<file path="src/rtl/fir_da_seq_ctrl_if.sv">
// Signal bundle between the DA-FIR sequencer, its upstream/downstream streams
// and the bit-serial core. The sequencer takes the slave view.
interface fir_da_seq_ctrl_if #(
  parameter int NB_DATA = 8,
  parameter int NB_OUT  = 25,
  parameter int CNT_W   = $clog2(NB_DATA)
);
  logic [NB_DATA-1:0] i_data;
  logic               i_valid;
  logic               o_ready;
  logic [NB_DATA-1:0] o_x;
  logic [CNT_W-1:0]   o_counter;
  logic               o_core_en;
  logic               o_core_rst;
  logic [NB_OUT-1:0]  i_y;
  logic [NB_OUT-1:0]  o_y;
  logic               o_y_valid;
  logic               i_y_ready;

  modport slave (
    input  i_data, i_valid, i_y, i_y_ready,
    output o_ready, o_x, o_counter, o_core_en, o_core_rst, o_y, o_y_valid
  );

  modport master (
    output i_data, i_valid, i_y, i_y_ready,
    input  o_ready, o_x, o_counter, o_core_en, o_core_rst, o_y, o_y_valid
  );
endinterface

</file>
<file path="src/rtl/fir_da_seq_ctrl.sv">
// Sequencer for the bit-serial DA FIR core: feeds one sample per serial pass,
// drives the core counter/gate/reset and returns each finished output downstream.
module fir_da_seq_ctrl #(
  parameter int NB_DATA = 8,
  parameter int NB_OUT  = 25,
  parameter int CNT_W   = $clog2(NB_DATA)
) (
  input logic              i_clk,
  input logic              i_rst_n,
  fir_da_seq_ctrl_if.slave bus
);

  typedef enum logic [1:0] {INIT, WAIT, LOAD, RUN} state_t;

  localparam logic [CNT_W-1:0] CNT_LAST = CNT_W'(NB_DATA - 1);
  localparam logic [CNT_W-1:0] CNT_END  = CNT_W'(NB_DATA - 2);

  state_t             state, state_nxt;
  logic [CNT_W-1:0]   cnt, cnt_nxt;
  logic               init_done;
  logic               first_flag;
  logic               y_valid;
  logic [NB_DATA-1:0] x_reg;
  logic [NB_OUT-1:0]  y_reg;
  logic               slot, ready, accept, drain, capture;
  logic               core_en, core_rst;
  logic [CNT_W-1:0]   counter;

  // Accept slots are WAIT and the last RUN cycle; gating on the output register
  // here means a capture never lands on an undrained result.
  assign slot    = (state == WAIT) || ((state == RUN) && (cnt == CNT_END));
  assign ready   = slot && (!y_valid || bus.i_y_ready);
  assign accept  = bus.i_valid && ready;
  assign drain   = y_valid && bus.i_y_ready;
  assign capture = (state == RUN) && (cnt == '0);

  // NOTE: every output of this block gets a default first, so no path can infer a latch.
  always_comb begin
    state_nxt = state;
    cnt_nxt   = cnt;
    core_en   = 1'b1;
    core_rst  = 1'b0;
    counter   = CNT_LAST;
    case (state)
      INIT: begin
        core_rst = 1'b1;
        if (init_done) state_nxt = WAIT;
      end
      WAIT: begin
        core_en = 1'b0;
        if (accept) state_nxt = LOAD;
      end
      LOAD: begin
        state_nxt = RUN;
        cnt_nxt   = '0;
      end
      RUN: begin
        counter = cnt;
        if (cnt == CNT_END) state_nxt = accept ? LOAD : WAIT;
        else                cnt_nxt   = cnt + CNT_W'(1);
      end
    endcase
  end

  // NOTE: sequential state uses non-blocking assignments so every register
  // samples pre-edge values regardless of process ordering.
  always_ff @(posedge i_clk or negedge i_rst_n) begin
    if (!i_rst_n) begin
      state     <= INIT;
      cnt       <= '0;
      init_done <= 1'b0;
    end else begin
      state <= state_nxt;
      cnt   <= cnt_nxt;
      if (state == INIT) init_done <= 1'b1;
    end
  end

  // The core's first load after reset emits y for an empty history; drop it.
  always_ff @(posedge i_clk or negedge i_rst_n) begin
    if (!i_rst_n) begin
      x_reg      <= '0;
      y_reg      <= '0;
      y_valid    <= 1'b0;
      first_flag <= 1'b1;
    end else begin
      if (accept) x_reg <= bus.i_data;
      if (drain) y_valid <= 1'b0;
      if (capture) begin
        if (first_flag) begin
          first_flag <= 1'b0;
        end else begin
          y_reg   <= bus.i_y;
          y_valid <= 1'b1;
        end
      end
    end
  end

  assign bus.o_ready    = ready;
  assign bus.o_x        = x_reg;
  assign bus.o_counter  = counter;
  assign bus.o_core_en  = core_en;
  assign bus.o_core_rst = core_rst;
  assign bus.o_y        = y_reg;
  assign bus.o_y_valid  = y_valid;

endmodule

</file>
<file path="src/flat_wrapper.sv">
// flat-port wrapper written by rule: the top's interface ports become plain ports
module fir_da_seq_ctrl_flat 
#(
  parameter int NB_DATA = 8,
  parameter int NB_OUT  = 25,
  parameter int CNT_W   = $clog2(NB_DATA)
)
  (i_clk, i_rst_n, bus_i_data, bus_i_valid, bus_i_y, bus_i_y_ready, bus_o_ready, bus_o_x, bus_o_counter, bus_o_core_en, bus_o_core_rst, bus_o_y, bus_o_y_valid);
  fir_da_seq_ctrl_if #(.NB_DATA(NB_DATA), .NB_OUT(NB_OUT), .CNT_W(CNT_W)) bus_i ();
  input logic i_clk;
  input logic i_rst_n;
  input wire logic [$bits(bus_i.i_data)-1:0] bus_i_data;
  input wire logic [$bits(bus_i.i_valid)-1:0] bus_i_valid;
  input wire logic [$bits(bus_i.i_y)-1:0] bus_i_y;
  input wire logic [$bits(bus_i.i_y_ready)-1:0] bus_i_y_ready;
  output wire logic [$bits(bus_i.o_ready)-1:0] bus_o_ready;
  output wire logic [$bits(bus_i.o_x)-1:0] bus_o_x;
  output wire logic [$bits(bus_i.o_counter)-1:0] bus_o_counter;
  output wire logic [$bits(bus_i.o_core_en)-1:0] bus_o_core_en;
  output wire logic [$bits(bus_i.o_core_rst)-1:0] bus_o_core_rst;
  output wire logic [$bits(bus_i.o_y)-1:0] bus_o_y;
  output wire logic [$bits(bus_i.o_y_valid)-1:0] bus_o_y_valid;
  assign bus_i.i_data = bus_i_data;
  assign bus_i.i_valid = bus_i_valid;
  assign bus_i.i_y = bus_i_y;
  assign bus_i.i_y_ready = bus_i_y_ready;
  assign bus_o_ready = bus_i.o_ready;
  assign bus_o_x = bus_i.o_x;
  assign bus_o_counter = bus_i.o_counter;
  assign bus_o_core_en = bus_i.o_core_en;
  assign bus_o_core_rst = bus_i.o_core_rst;
  assign bus_o_y = bus_i.o_y;
  assign bus_o_y_valid = bus_i.o_y_valid;
  fir_da_seq_ctrl #(.NB_DATA(NB_DATA), .NB_OUT(NB_OUT), .CNT_W(CNT_W)) u_core (.i_clk(i_clk), .i_rst_n(i_rst_n), .bus(bus_i));
endmodule
</file>
<file path="config.mk">
export PLATFORM = sky130hd
export DESIGN_NAME = fir_da_seq_ctrl_flat
export DESIGN_NICKNAME = d
export VERILOG_FILES = /design/src/rtl/fir_da_seq_ctrl_if.sv /design/src/rtl/fir_da_seq_ctrl.sv /design/src/flat_wrapper.sv
export SDC_FILE = /design/constraint.sdc
export NUM_CORES = 1
export LEC_CHECK = 0
export CAP_MARGIN = 30
export CORE_MARGIN = 2
export CORE_UTILIZATION = 35
export DETAILED_ROUTE_END_ITERATION = 12
export PLACE_DENSITY = 0.73
export SETUP_SLACK_MARGIN = 0.5
export SLEW_MARGIN = 20
export SYNTH_ARGS = -nofsm -noshare
export SYNTH_HDL_FRONTEND = slang
export SYNTH_SLANG_ARGS = --single-unit
</file>
<file path="constraint.sdc">
create_clock -name i_clk -period 1.65 [get_ports i_clk]
set_clock_uncertainty 0.15 [all_clocks]
set_input_delay 0.165 -clock i_clk [delete_from_list [all_inputs] [get_ports i_clk]]
set_output_delay 0.165 -clock i_clk [all_outputs]
set_load 0.02 [all_outputs]
</file>
* Word-level counts from Yosys, hierarchy flattened *
Index checks and enable logic that the tools add are counted.

word-level totals
  input port bits = 37
  register bits = 41

cells by class
  add/sub/neg operators = 1
  bitwise logic cells = 1
  reductions and logical operators = 14
  equal/unequal tests = 8
  multiplexer cells = 13

operators by type and width
  kind                                           count
  2-to-1 mux 2 bit                               4
  one-hot mux 2 bit (4 select lines)             1
  2-to-1 mux 3 bit                               2
  one-hot mux 3 bit (2 select lines)             1
  logical AND 1 bit                              5
  2-to-1 mux 1 bit                               5
  == test 2 bit, second input constant           2
  != test 2 x 1 -> 1 bit, second input constant  2
  != test 2 bit, second input constant           2
  AND reduction 2 bit                            2
  adder 3 x 1 -> 3 bit, second input constant    1
  == test 3 bit, second input constant           1
  logical NOT 3 bit                              1
  AND reduction 3 bit                            1
  == test 2 x 1 -> 1 bit, second input constant  1
  logical NOT 2 bit                              1
  logical OR 1 bit                               2
  nonzero test 2 bit                             1
  logical NOT 1 bit                              1
  inverter 1 bit                                 1

* Depth between registers and ports, before layout *
  depth in word-level cells = 8
  depth in mapped cells = 6
  mapped depth without buffers = 5

* Least setup slack after synthesis *
OpenSTA, ideal clock, no wires.

  kind = register to register
  start point = register u_core.cnt[0]
  end point = register u_core.x_reg[0], in the netlist u_core.bus.o_x[0]
  data required time = 1375 ps
  data arrival time = 1491 ps
  period minus slack after synthesis = 1766 ps
  setup slack = -116 ps
  stages on the path, launching flop included = 7
  cell sequence = dfrtp_1 inv_1 ha_1 a21bo_2 and4_4 buf_6 mux2_2

between the ends
  longest elaborated chain between the ends = 5

ends and longest elaborated chain
  element                   line                   text
  start: declaration        fir_da_seq_ctrl.sv:19  logic [CNT_W-1:0] cnt, cnt_nxt;
  start signal: assignment  fir_da_seq_ctrl.sv:74  cnt <= cnt_nxt;
  == test 3 bit             fir_da_seq_ctrl.sv:31  assign slot = (state == WAIT) || ((state == RUN) && (cnt == CNT_END));
  logical AND 1 bit         fir_da_seq_ctrl.sv:31
  logical OR 1 bit          fir_da_seq_ctrl.sv:31
  logical AND 1 bit         fir_da_seq_ctrl.sv:32  assign ready = slot && (!y_valid || bus.i_y_ready);
  logical AND 1 bit         fir_da_seq_ctrl.sv:33  assign accept = bus.i_valid && ready;
  end signal: assignment    fir_da_seq_ctrl.sv:87  if (accept) x_reg <= bus.i_data;
  end: declaration          fir_da_seq_ctrl.sv:23  logic [NB_DATA-1:0] x_reg;

No other way between the ends.
A chain may end at the register's enable or synchronous reset.

* Worst setup path after layout *
  start point = register u_core.cnt[0]
  end point = register u_core.x_reg[6], in the netlist u_core.bus.o_x[6]

Same word-level chain as after synthesis.

==> results.sh <==
export IMPL_post_route_drc_count=0
export IMPL_area_delta_synth_final_pct=100
export IMPL_ys_warn_count=0
export IMPL_p_leak_nw=1.52
export IMPL_end_kind="register"
export IMPL_worstMarginPinSlew_ns=0.279
export IMPL_stdcell_area_um2=3320
export IMPL_status="finished with violations"
export IMPL_core_area_um2=4630
export IMPL_power_density_nw_per_um2=2210
export IMPL_grtUsageTotal_pct=18.1
export IMPL_r2r_end="u_core.bus.o_x[6]$_DFFE_PN0P_"
export IMPL_initial_core_util_pct=35.8
export IMPL_worstPathRequired_ns=1.67
export IMPL_path_max_fanout=5
export IMPL_whs_ns=0.181
export IMPL_hp_class="primary input to asynchronous set/reset pin"
export IMPL_antenna_found_initial=0
export IMPL_drv_slew=0
export IMPL_r2r_start="u_core.cnt[0]$_DFFE_PN0P_"
export IMPL_rows=25
export IMPL_critPathKind="register to register"
export IMPL_clk_pin_slew_worst_paths_ns=0.08
export IMPL_synth_nets=152
export IMPL_total_power_mw=7.32
export IMPL_hpwl_um=3130
export IMPL_clk_latency_ns=0.28
export IMPL_hold_viol_final=0
export IMPL_async_reset_ff_share_pct=100
export IMPL_yosysSeqAreaShare_pct=62.0
export IMPL_final_cell_mix="buf_6 (61), dfrtp_1 (39), clkdlybuf4s50_1 (35)"
export IMPL_htreeDepth=2
export IMPL_period_needed_ns=1.88
export IMPL_fin_ws_ns=-0.230
export IMPL_layout_commonest_cell="buf_6"
export IMPL_drt_first_pass_iters=3
export IMPL_drive_above_1_share_pct=63.4
export IMPL_vias=1425
export IMPL_synth_compound_area_share_pct=3.17
export IMPL_antennaDiodeCount=0
export IMPL_yosys_register_bits=41
export IMPL_die_y_um=72.8
export IMPL_violations="negative setup slack"
export IMPL_n_fill_cell=292
export IMPL_rrSetupSlack_ns=-0.23
export IMPL_grt_pass1_wl_um=7270
export IMPL_synth_edf_count=0
export IMPL_synth_distinct_cells=24
export IMPL_syn_cell_area_um2=1660
export IMPL_cts_max_path_buffers=2
export IMPL_fmax_mhz=532
export IMPL_cts_tree="yes"
export IMPL_avgSynthCellArea_um2=14.8
export IMPL_placed_cell_area_um2=2590
export IMPL_cp_data_arrival_time_ns=1.90
export IMPL_fin_crit_sh_pct=114
export IMPL_pre_cts_ws_ns=-0.189
export IMPL_ios=77
export IMPL_dieWidth_um=72.8
export IMPL_cts_buffers=5
export IMPL_setup_viol=37
export IMPL_fin_nets=282
export IMPL_cts_num_sinks=41
export IMPL_die_area_um2=5300
export IMPL_grt_pass1_vias=1512
export IMPL_crit_path_start_kind="register"
export IMPL_vias_per_cell=4.80
export IMPL_synth_cells=112
export IMPL_cap_violations=0
export IMPL_synth_fa_ha_area_share_pct=2.26
export IMPL_wl_um=5090
export IMPL_drt_iter0_drc=41
export IMPL_ir_worst_vdd_mv=0.952
export IMPL_synth_mux_area_share_pct=22.4
export IMPL_ant_nets=0
export IMPL_synth_top_family_by_area="multiplexers"
export IMPL_grt_max_degree=24
export IMPL_synth_xor_xnor_area_share_pct=0
export IMPL_maxSlewHeadroom_pct=81.3
export IMPL_post_route_util_pct=71.6
export IMPL_synth_main_ff_cell="dfrtp_1"
export IMPL_gp_congestion=0.829
export IMPL_grt_overflow_total=0
export IMPL_rsz0062_at_grt="yes"
export IMPL_io_buffers=76
export IMPL_avgRoutedWirePerCell_um=17.2
export IMPL_reg2reg_depth=7
export IMPL_root_buffer="clkbuf_8"
export IMPL_synth_simple_area_share_pct=7.25
==> registers in the layout, indices dropped and copies added, names as in the netlist <==
register              count
u_core.bus.o_y           25
u_core.bus.o_x            8
u_core.cnt                3
u_core.state              2
u_core.bus.o_y_valid      1
u_core.first_flag         1
u_core.init_done          1
==> worst max path at each step <==
stage,to,cells past startpoint,from
global placement,bus_o_ready,4,bus_i_y_ready
global route,u_core.bus.o_y[23]$_DFFE_PN0P_,7,u_core.cnt[1]$_DFFE_PN0P_
floorplan,u_core.bus.o_x[0]$_DFFE_PN0P_,6,u_core.cnt[0]$_DFFE_PN0P_
finish,u_core.bus.o_x[6]$_DFFE_PN0P_,7,u_core.cnt[0]$_DFFE_PN0P_
CTS,u_core.bus.o_x[4]$_DFFE_PN0P_,6,u_core.cnt[0]$_DFFE_PN0P_
detailed placement,bus_o_ready,5,u_core.cnt[0]$_DFFE_PN0P_
==> logic make-up (layout without fill, tap and decap cells) <==
| family | count (synthesis) | after routing |
|---|---|---|
| adders and majority gates | 3 | 3 |
| muxes | 33 | 33 |
| and+or+nand+nor | 20 | 21 |
| DFF | 41 | 41 |
| AOI/OAI and AO/OA | 8 | 8 |
| buffers and inverters | 7 | 137 |
==> worst max-delay path: stages, from the launching register on <==
cell and delay, ns:
dfrtp_1 0.40, inv_2 0.10, buf_4 0.13, ha_4 0.13, a21bo_2 0.14, buf_6 0.11
and4_4 0.29, mux2_4 0.31
==> layer usage <==
metal / track usage [%] / part of all wire, % / vias to the layer above
met3: 4.97 / 4.8 / 15
met1: 18.1 / 35 / 701
met2: 35.3 / 57 / 51
li1: - / - / 658
met5: 0 / 0 / -
met4: 6.58 / 3.0 / 0
==> final cells by class <==
cell class                 count  area [µm²]  share of cell area, %
clock inverter                 1        5.00                  0.151
sequential                    41        1030                   31.0
tap                           54        67.6                   2.04
timing repair buffer         127        1350                   40.6
inverter                       2        7.51                  0.226
multi-input combinational     65         787                   23.7
clock buffer                   7        76.3                   2.30
==> synthesized netlist by cell type (2+ instances only) <==
library cell | count | share of area [%]
o2bb2ai_1 | 2 | 1.1
nand2b_1 | 3 | 1.1
dfrtp_1 | 40 | 60
mux2_2 | 32 | 22
inv_1 | 2 | 0.45
a21oi_1 | 2 | 0.60
buf_6 | 3 | 2.0
nand3_1 | 4 | 1.2
o21ai_0 | 3 | 0.91
clkbuf_1 | 2 | 0.45
nand2_1 | 3 | 0.68
nor2_1 | 2 | 0.45
ha_1 | 3 | 2.3
==> through the flow <==
step                setup TNS (ns)  instances
floorplan                    -2.19        112
global placement             -3.94        253
detailed placement           -5.31        253
CTS                          -4.15        277
global route                 -9.57        297
finish                       -6.87        297
==> power by group <==
part / internal, mW / leakage, nW / switching, mW
logic: 2.92 / 1.01 / 1.88
registers: 1.52 / 0.475 / 0.394
clock network: 0.297 / 0.0422 / 0.315
total: 4.73 / 1.52 / 2.59
==> repair_timing <==
action / CTS / global route
hold buffers: 1 / 0
cloned: 1 / 3
resized for setup: 228 / 83
pin swaps: 4 / 8
endpoints found under the hold margin: 18 / 0
setup endpoints to repair: 81 / 81
setup buffers: 14 / 17
No activity file was read; power rests on OpenSTA's default activity.
